### config.mk
export PLATFORM = sky130hd
export DESIGN_NAME = mask_cache_writer
export DESIGN_NICKNAME = d
export VERILOG_FILES = /design/src/rtl/mask_cache_writer.sv
export SDC_FILE = /design/constraint.sdc
export NUM_CORES = 1
export LEC_CHECK = 0
export ABC_AREA = 1
export CORE_MARGIN = 4
export CORE_UTILIZATION = 55
export CTS_BUF_LIST = sky130_fd_sc_hd__clkbuf_16
export CTS_CLUSTER_SIZE = 20
export DETAILED_ROUTE_END_ITERATION = 10
export PLACE_DENSITY_LB_ADDON = 0.15
export SYNTH_ARGS = -nofsm -noshare
export SYNTH_HDL_FRONTEND = slang
export SYNTH_SLANG_ARGS = --single-unit
export TNS_END_PERCENT = 10
### constraint.sdc
create_clock -name clk -period 2.65 [get_ports clk]
set_input_delay 0.6625 -clock clk [delete_from_list [all_inputs] [get_ports clk]]
set_output_delay 0.6625 -clock clk [all_outputs]
set_load 0.02 [all_outputs]
### src/rtl/mask_cache_writer.sv
// mask_cache_writer: producer end of the 256-bit mask cache FIFO.
// Packs host mask words (first word in the MSBs) into FIFO entries, writes them
// under FIFO backpressure, and tracks beat/row/pattern progress for one frame.
module mask_cache_writer #(
  parameter int IN_W      = 32,
  parameter int OUT_W     = 256,
  parameter int ROW_BEATS = 2,
  parameter int CNT_W     = 16
) (
  input  logic             clk,
  input  logic             rst_n,
  input  logic             start,
  input  logic             abort,
  input  logic [CNT_W-1:0] num_pat,
  input  logic [CNT_W-1:0] num_row,
  input  logic [IN_W-1:0]  in_data,
  input  logic             in_valid,
  output logic             in_ready,
  output logic [OUT_W-1:0] fifo_din,
  output logic             fifo_wr_en,
  input  logic             fifo_full,
  output logic             busy,
  output logic             frame_done,
  output logic [CNT_W-1:0] pat_cnt,
  output logic [CNT_W-1:0] row_cnt
);

  localparam int WPB    = OUT_W / IN_W;
  localparam int IDX_W  = (WPB > 1) ? $clog2(WPB) : 1;
  localparam int BEAT_W = (ROW_BEATS > 1) ? $clog2(ROW_BEATS) : 1;
  localparam logic [IDX_W-1:0]  IDX_LAST  = IDX_W'(WPB - 1);
  localparam logic [BEAT_W-1:0] BEAT_LAST = BEAT_W'(ROW_BEATS - 1);

  typedef enum logic [1:0] {
    S_IDLE  = 2'd0,
    S_PACK  = 2'd1,
    S_WRITE = 2'd2,
    S_DONE  = 2'd3
  } state_t;

  state_t             r_state;
  logic               r_in_ready;
  logic               r_busy;
  logic               r_frame_done;
  logic [OUT_W-1:0]   r_fifo_din;
  logic [OUT_W-1:0]   r_pack;
  logic [IDX_W-1:0]   r_idx;
  logic [BEAT_W-1:0]  r_beat;
  logic [CNT_W-1:0]   r_row_cnt;
  logic [CNT_W-1:0]   r_pat_cnt;
  logic [CNT_W-1:0]   r_num_pat;
  logic [CNT_W-1:0]   r_num_row;

  logic [OUT_W-1:0]   w_pack_nxt;
  logic               w_accept;
  logic               w_wr_fire;
  logic               w_last_beat;
  logic               w_last_row;
  logic               w_last_pat;
  logic               w_frame_end;

  // The write strobe follows fifo_full and abort in the same cycle so a write
  // is never issued into a full FIFO and an abort suppresses a pending write.
  assign w_wr_fire   = (r_state == S_WRITE) && !fifo_full && !abort;
  assign w_accept    = (r_state == S_PACK) && r_in_ready && in_valid;
  assign w_last_beat = (r_beat == BEAT_LAST);
  assign w_last_row  = (r_row_cnt == (r_num_row - CNT_W'(1)));
  assign w_last_pat  = ((r_pat_cnt + CNT_W'(1)) == r_num_pat);
  assign w_frame_end = w_last_beat && w_last_row && w_last_pat;

  assign in_ready   = r_in_ready;
  assign fifo_din   = r_fifo_din;
  assign fifo_wr_en = w_wr_fire;
  assign busy       = r_busy;
  assign frame_done = r_frame_done;
  assign pat_cnt    = r_pat_cnt;
  assign row_cnt    = r_row_cnt;

  // Merge the incoming host word into its slot; slot 0 is the most significant.
  always_comb begin
    w_pack_nxt = r_pack;
    for (int i = 0; i < WPB; i++) begin
      if (r_idx == IDX_W'(i)) begin
        w_pack_nxt[OUT_W-1-IN_W*i -: IN_W] = in_data;
      end else begin
        w_pack_nxt[OUT_W-1-IN_W*i -: IN_W] = r_pack[OUT_W-1-IN_W*i -: IN_W];
      end
    end
  end

  // Frame control FSM: packing, FIFO writes, progress counters and status outputs.
  always_ff @(posedge clk or negedge rst_n) begin
    if (!rst_n) begin
      r_state      <= S_IDLE;
      r_in_ready   <= 1'b0;
      r_busy       <= 1'b0;
      r_frame_done <= 1'b0;
      r_fifo_din   <= '0;
      r_pack       <= '0;
      r_idx        <= '0;
      r_beat       <= '0;
      r_row_cnt    <= '0;
      r_pat_cnt    <= '0;
      r_num_pat    <= '0;
      r_num_row    <= '0;
    end else if (abort) begin
      // Abort wins over everything; progress counters keep their values.
      r_state      <= S_IDLE;
      r_in_ready   <= 1'b0;
      r_busy       <= 1'b0;
      r_frame_done <= 1'b0;
      r_pack       <= '0;
      r_idx        <= '0;
    end else begin
      r_frame_done <= 1'b0;
      case (r_state)
        S_IDLE: begin
          if (start) begin
            r_num_pat <= num_pat;
            r_num_row <= num_row;
            r_pat_cnt <= '0;
            r_row_cnt <= '0;
            r_beat    <= '0;
            r_idx     <= '0;
            r_pack    <= '0;
            r_busy    <= 1'b1;
            if ((num_pat == CNT_W'(0)) || (num_row == CNT_W'(0))) begin
              r_state <= S_DONE;
            end else begin
              r_state    <= S_PACK;
              r_in_ready <= 1'b1;
            end
          end
        end
        S_PACK: begin
          if (w_accept) begin
            if (r_idx == IDX_LAST) begin
              r_fifo_din <= w_pack_nxt;
              r_pack     <= '0;
              r_idx      <= '0;
              r_in_ready <= 1'b0;
              r_state    <= S_WRITE;
            end else begin
              r_pack <= w_pack_nxt;
              r_idx  <= r_idx + IDX_W'(1);
            end
          end
        end
        S_WRITE: begin
          if (!fifo_full) begin
            if (w_last_beat) begin
              r_beat <= '0;
              if (w_last_row) begin
                r_row_cnt <= '0;
                r_pat_cnt <= r_pat_cnt + CNT_W'(1);
              end else begin
                r_row_cnt <= r_row_cnt + CNT_W'(1);
              end
            end else begin
              r_beat <= r_beat + BEAT_W'(1);
            end
            if (w_frame_end) begin
              r_state <= S_DONE;
            end else begin
              r_state    <= S_PACK;
              r_in_ready <= 1'b1;
            end
          end
        end
        S_DONE: begin
          r_frame_done <= 1'b1;
          r_busy       <= 1'b0;
          r_state      <= S_IDLE;
        end
        default: begin
          r_state    <= S_IDLE;
          r_in_ready <= 1'b0;
          r_busy     <= 1'b0;
        end
      endcase
    end
  end

endmodule

==> flow_summary.ini, run 1 <==
[place]
gp_congestion = 0.913
dpl.hpwl_mm = 54.5
port_buffers = 361

[sta]
finalHoldViolCount = 0
maxSlewHeadroom = 0.516
whs_ns = 0.481
worstMarginPinSlew_ns = 0.724
final.min_clock_period_ns = 2.45
fin_setup_tns_ns = 0
max_freq_ghz = 0.408
final_max_slew_viol_count = 0
min_period_over_period = 0.926
rsz0062_at_grt = no
finalSetupViolCount = 0
final.setup_skew_ns = 0.0251

[layout]
final_core_util = 0.707
area_growth_pct = 27.0
antennaDiodeCount = 0
drive_above_1_share = 0.0695
nets = 3383

[synth]
synth_area_leader_cell = dfrtp_1
ys_ff_latch = 585
yosysTopAreaCellShare = 0.580
syn_inst = 2949
synthesis.nets = 3028
synth_area_mm2 = 0.0253
synth_area_per_cell_um2 = 8.56
synthArstFlopShare = 1.00
synth.distinct_cells = 43
ys_top_cells_by_count = nand2_1, dfrtp_1, o21ai_0
yosys-top-cells-area = dfrtp_1, nand2_1, o21ai_0
yosys_warnings = 0
yosysSeqAreaShare = 0.580
yosysMostFrequentCell = nand2_1
synth-edff-count = 0
synth-main-ff-cell = dfrtp_1

[cts]
h-tree-depth = 2
cts_max_path_buffers = 3
cts_sinks = 585
cts_buffers = 58
cts-root-buf = clkbuf_16
clock_latency_ns = 0.63
path_clk_slew_ns = 0.06
cts_tree = built

[die]
dieArea_mm2 = 0.0494
fp.dieW_um = 222
placement_rows = 78
start_util = 0.557
die_y_um = 222
core_mm2 = 0.0454
ios = 362

[routing]
drtIter0Drc = 2636
num_vias = 22300
viasPerCell = 5.63
ant_nets = 0
routedWlPerCell_um = 19.9
routed_wl_mm = 78.5
firstDrtPassIters = 6
drc = 0

[worst_setup_path]
cp_slowest_cell = clkdlybuf4s50_1
cp.required_ns = 1.99
path_buf_inv = 1
path_class = reg -> out
startpoint_type = register
end_kind = output pin
r2r_start = r_num_row[0]
critPathTopFamily = buffers and inverters
cp_max_fo = 7
crit_chain = clkdlybuf4s50_1
crit_start = row_cnt[2]
crit_arrival_ns = 1.79
max_stage_delay_ns = 0.67

[power_and_ir_drop]
p_int_uw = 15800
comb_power_share = 0.244
p_sw_uw = 7990
seqPwrFrac = 0.420
power_frac_clock = 0.336
swShare = 0.336
p_leak_uw = 0.0146
power.density_mw_per_mm2 = 741
ir_drop_v = 0.000571

[global_routing]
grt_first_pass_wirelength_mm = 122
grt_start_max_net_pins = 89
grt_pass1_vias = 21600
gr-total-overflow = 0
antenna_found_initial = 4
grt_use_total = 0.312

[hold_path]
min_from = fifo_din[246]
worstHoldPathType = reg -> reg

[run]
maxCapViolCount = 0

[outcome]
status = complete, no violations
==> cell type report <==
class | instances | area (um2)
flip-flops and latches | 585 | 14600
fillers | 3488 | 13300
multi-input cells | 1949 | 9050
repair buffers | 470 | 4910
clock buffers | 58 | 1450
inverters | 240 | 908
well taps | 600 | 751
clock inverters | 50 | 369
==> cell usage in the layout, fill, tap and decap left out, drive strengths merged <==
cell           count
nand4             22
a31oi             32
a21oi            132
dlygate4sd3        1
a211oi             1
and3               1
bufinv             5
o31ai             30
clkinv            29
nand3             65
o211ai             1
xnor2              4
nand3b             6
clkbuf            58
nor4               1
ha                 9
o21bai             3
clkdlybuf4s50    359
inv              254
and2               1
buf              110
nor3               6
xor2              15
dfrtp            585
o22ai             67
clkinvlp           2
nor2             279
or2                4
nand2            760
o21ai            509
a22o               1
==> worst reg2reg max path, stage by stage (launching register included) <==
cell      delay, ns
dfrtp_1        0.43
inv_2          0.14
ha_2           0.22
nand3_2        0.11
nor2_4         0.18
nand2_2        0.09
clkinv_1       0.08
nand3_1        0.07
nand2_1        0.07
nand4_1        0.16
nor2_4         0.29
nor2_4         0.11
nor2_8         0.11
buf_12         0.15
nand2_1        0.05
o21ai_1        0.07
==> per-layer routing <==
metal  part of all wire  vias up  global-route usage
met5                  0        -                   0
met4              0.041        0               0.118
met3              0.075      186              0.0593
met2               0.47      908               0.495
met1               0.41    10800               0.432
li1                   -    10300                   -
==> through the flow <==
stage          instance area [um2]  instances  total power (uW)  setup slack (ns)
6_report                     32100       3952             23800             0.197
5_1_grt                      32100       3952             24900          0.000411
4_1_cts                      32000       3951             23700           0.00972
3_5_place_dp                 30200       3842             15800            -0.244
3_3_place_gp                 30200       3842             15600            -0.266
2_1_floorplan                25300       2949             13600             0.598
==> state kept, by name, summed over array words and instances (netlist names) <==
signal and flops:
busy 1, row_cnt 16, r_state 2, r_beat 1
frame_done 1, r_num_pat 16, r_pack 256, fifo_din 256
pat_cnt 16, r_num_row 16, r_idx 3, in_ready 1
==> power by group through the flow <==
| stage | clock [uW] | combinational, uW | sequential, uW |
|---|---|---|---|
| 6_report | 7990 | 5790 | 9980 |
| 5_1_grt | 8440 | 6390 | 10000 |
| 4_1_cts | 8050 | 5720 | 9970 |
| 3_5_place_dp | 0 | 5670 | 10100 |
| 3_3_place_gp | 0 | 5520 | 10100 |
| 2_1_floorplan | 0 | 3540 | 10000 |
==> path summary, 6_finish.rpt <==
kind / to / cells past startpoint / slack, ns
worst max-delay path: row_cnt[2] / 1 / 0.20
worst min-delay path: fifo_din[246] / 2 / 0.48
worst max register to register: pat_cnt[10] / 15 / 0.23
worst min register to register: fifo_din[246] / 2 / 0.48
max in group asynchronous: r_pack[235] / 4 / 1.16
min in group asynchronous: fifo_din[100] / 2 / 0.55
==> logic make-up (layout without fill, tap and decap cells) <==
logic type	Yosys count	count (layout)	share of synthesized area
compound gates	776	776	0.163
xor+xnor	19	19	0.00659
fa+ha+maj	9	9	0.00446
buf+inv	415	818	0.0643
flops	585	585	0.580
simple gates	1145	1145	0.182
==> timing repair <==
action                                  4_1_cts  5_1_grt
setup buffers                                 0        1
resized for setup                             1        4
endpoints found under the setup margin        1       27
hold buffers                                  1        0
pin swaps                                     0        1
cloned                                        0        0
endpoints found under the hold margin        30        0
Note: power is estimated with default switching activity, not from simulation.
==> inputs of run 2 (changes only) <==
- CTS_BUF_LIST: sky130_fd_sc_hd__clkbuf_16 -> default
==> flow_summary.ini, run 2 (synthesized netlist as in run 1, its figures left out) <==
[outcome]
status = complete, no violations

[layout]
area_growth_pct = 27.7
final_cell_mix = nand2_1, dfrtp_1, o21ai_0
drive_above_1_share = 0.0749
nets = 3383
final_common_cell = nand2_1
final_cells = 3953
final_core_util = 0.711

[worst_setup_path]
end_kind = output pin
max_stage_delay_ns = 0.67
crit_arrival_ns = 1.79
cp.required_ns = 1.99
startpoint_type = register
crit_chain = clkdlybuf4s50_1
path_class = reg -> out
cp_max_fo = 7
critPathTopFamily = buffers and inverters
path_buf_inv = 1
cp_slowest_cell = clkdlybuf4s50_1

[routing]
viasPerCell = 5.63
firstDrtPassIters = 6
drc = 0
num_vias = 22300
drtIter0Drc = 2629
ant_nets = 0
routed_wl_mm = 78.7
routedWlPerCell_um = 19.9

[sta]
final_max_slew_viol_count = 0
rsz0062_at_grt = no
finalHoldViolCount = 0
max_freq_ghz = 0.407
fin_setup_tns_ns = 0
final.setup_skew_ns = 0.0295
finalSetupViolCount = 0
maxSlewHeadroom = 0.526
fin_ws_ns = 0.193
min_period_over_period = 0.927
final.min_clock_period_ns = 2.46
worstMarginPinSlew_ns = 0.708

[global_routing]
grt_start_max_net_pins = 89
grt_first_pass_wirelength_mm = 123
antenna_found_initial = 3
gr-total-overflow = 0
grt_use_total = 0.313
grt_pass1_vias = 21700

[cts]
cts-root-buf = clkbuf_16
cts_tree = built
cts_max_path_buffers = 3
h-tree-depth = 2
cts_buffers = 58
cts_sinks = 585
path_clk_slew_ns = 0.06
clock_latency_ns = 0.63

[die]
placement_rows = 78
ios = 362
dieArea_mm2 = 0.0494
core_mm2 = 0.0454
start_util = 0.557
die_y_um = 222
fp.dieW_um = 222

[power_and_ir_drop]
power_frac_clock = 0.352
ir_drop_v = 0.000572
p_int_uw = 16400
power_uw = 24400
p_sw_uw = 8010
swShare = 0.329
power.density_mw_per_mm2 = 755
p_leak_uw = 0.0146
comb_power_share = 0.239
seqPwrFrac = 0.410

[place]
placed_cells = 3842
port_buffers = 361
gp_congestion = 0.913
preCtsSetupSlack_ns = -0.244
dpl.hpwl_mm = 54.5

[hold_path]
worstHoldPathType = reg -> reg

[run]
maxCapViolCount = 0
[run 2: worst paths after layout]
check                           depth (start not counted)  slack (ns)       endpoint     startpoint
worst max-delay path                                    1        0.19     row_cnt[2]     row_cnt[2]
worst min-delay path                                    2        0.48  fifo_din[246]  fifo_din[246]
worst max register to register                         15        0.22    pat_cnt[10]   r_num_row[0]
worst min register to register                          2        0.48  fifo_din[246]  fifo_din[246]
max in group asynchronous                               4        1.14  fifo_din[235]          rst_n
min in group asynchronous                               2        0.55  fifo_din[100]          rst_n
[run 2: worst reg2reg max path, delay by kind of cell (launching register included)]
kind                       cells  cell delay [ns]
AOI/OAI and AO/OA              1             0.07
adders and majority gates      1             0.22
buffers and inverters          3             0.38
DFF                            1             0.43
and+or+nand+nor               10             1.24
[run 2: repair_timing]
action                                  CTS  global route
pin swaps                                 0             1
hold buffers                              1             0
gates resized for setup                   1             4
cloned                                    0             0
hold endpoints to repair                 25             0
setup buffers                             0             1
endpoints found under the setup margin    1            27
[run 2: final cells by class]
cell class | instances | area (um2)
clock buffers | 90 | 1750
flip-flops and latches | 585 | 14600
diodes | 1 | 2.50
inverters | 240 | 908
well taps | 600 | 751
repair buffers | 470 | 4910
fillers | 3454 | 13100
clock inverters | 18 | 249
multi-input cells | 1949 | 9050
[run 2: per-stage QoR]
step	hold slack [ns]	instance area, um2
after global placement	0.460	30200
after detailed placement	0.468	30200
after floorplan	0.367	25300
final	0.480	32300
after global routing	0.496	32300
after CTS	0.483	32200
[run 2: metal layers]
metal | vias to the layer above | routed length, um | track usage | part of all wire
li1 | 10300 | - | - | -
met1 | 10800 | 32300 | 0.431 | 0.41
met2 | 898 | 36800 | 0.492 | 0.47
met3 | 204 | 6090 | 0.0663 | 0.077
met4 | 0 | 3530 | 0.124 | 0.045
met5 | - | 0 | 0 | 0
[run 2: power groups by stage]
stage               combinational (uW)  clock, uW  sequential [uW]
floorplan                         3540          0            10000
global placement                  5520          0            10100
detailed placement                5670          0            10100
CTS                               5720       8630             9970
global route                      6400       9030            10000
finish                            5810       8570             9980
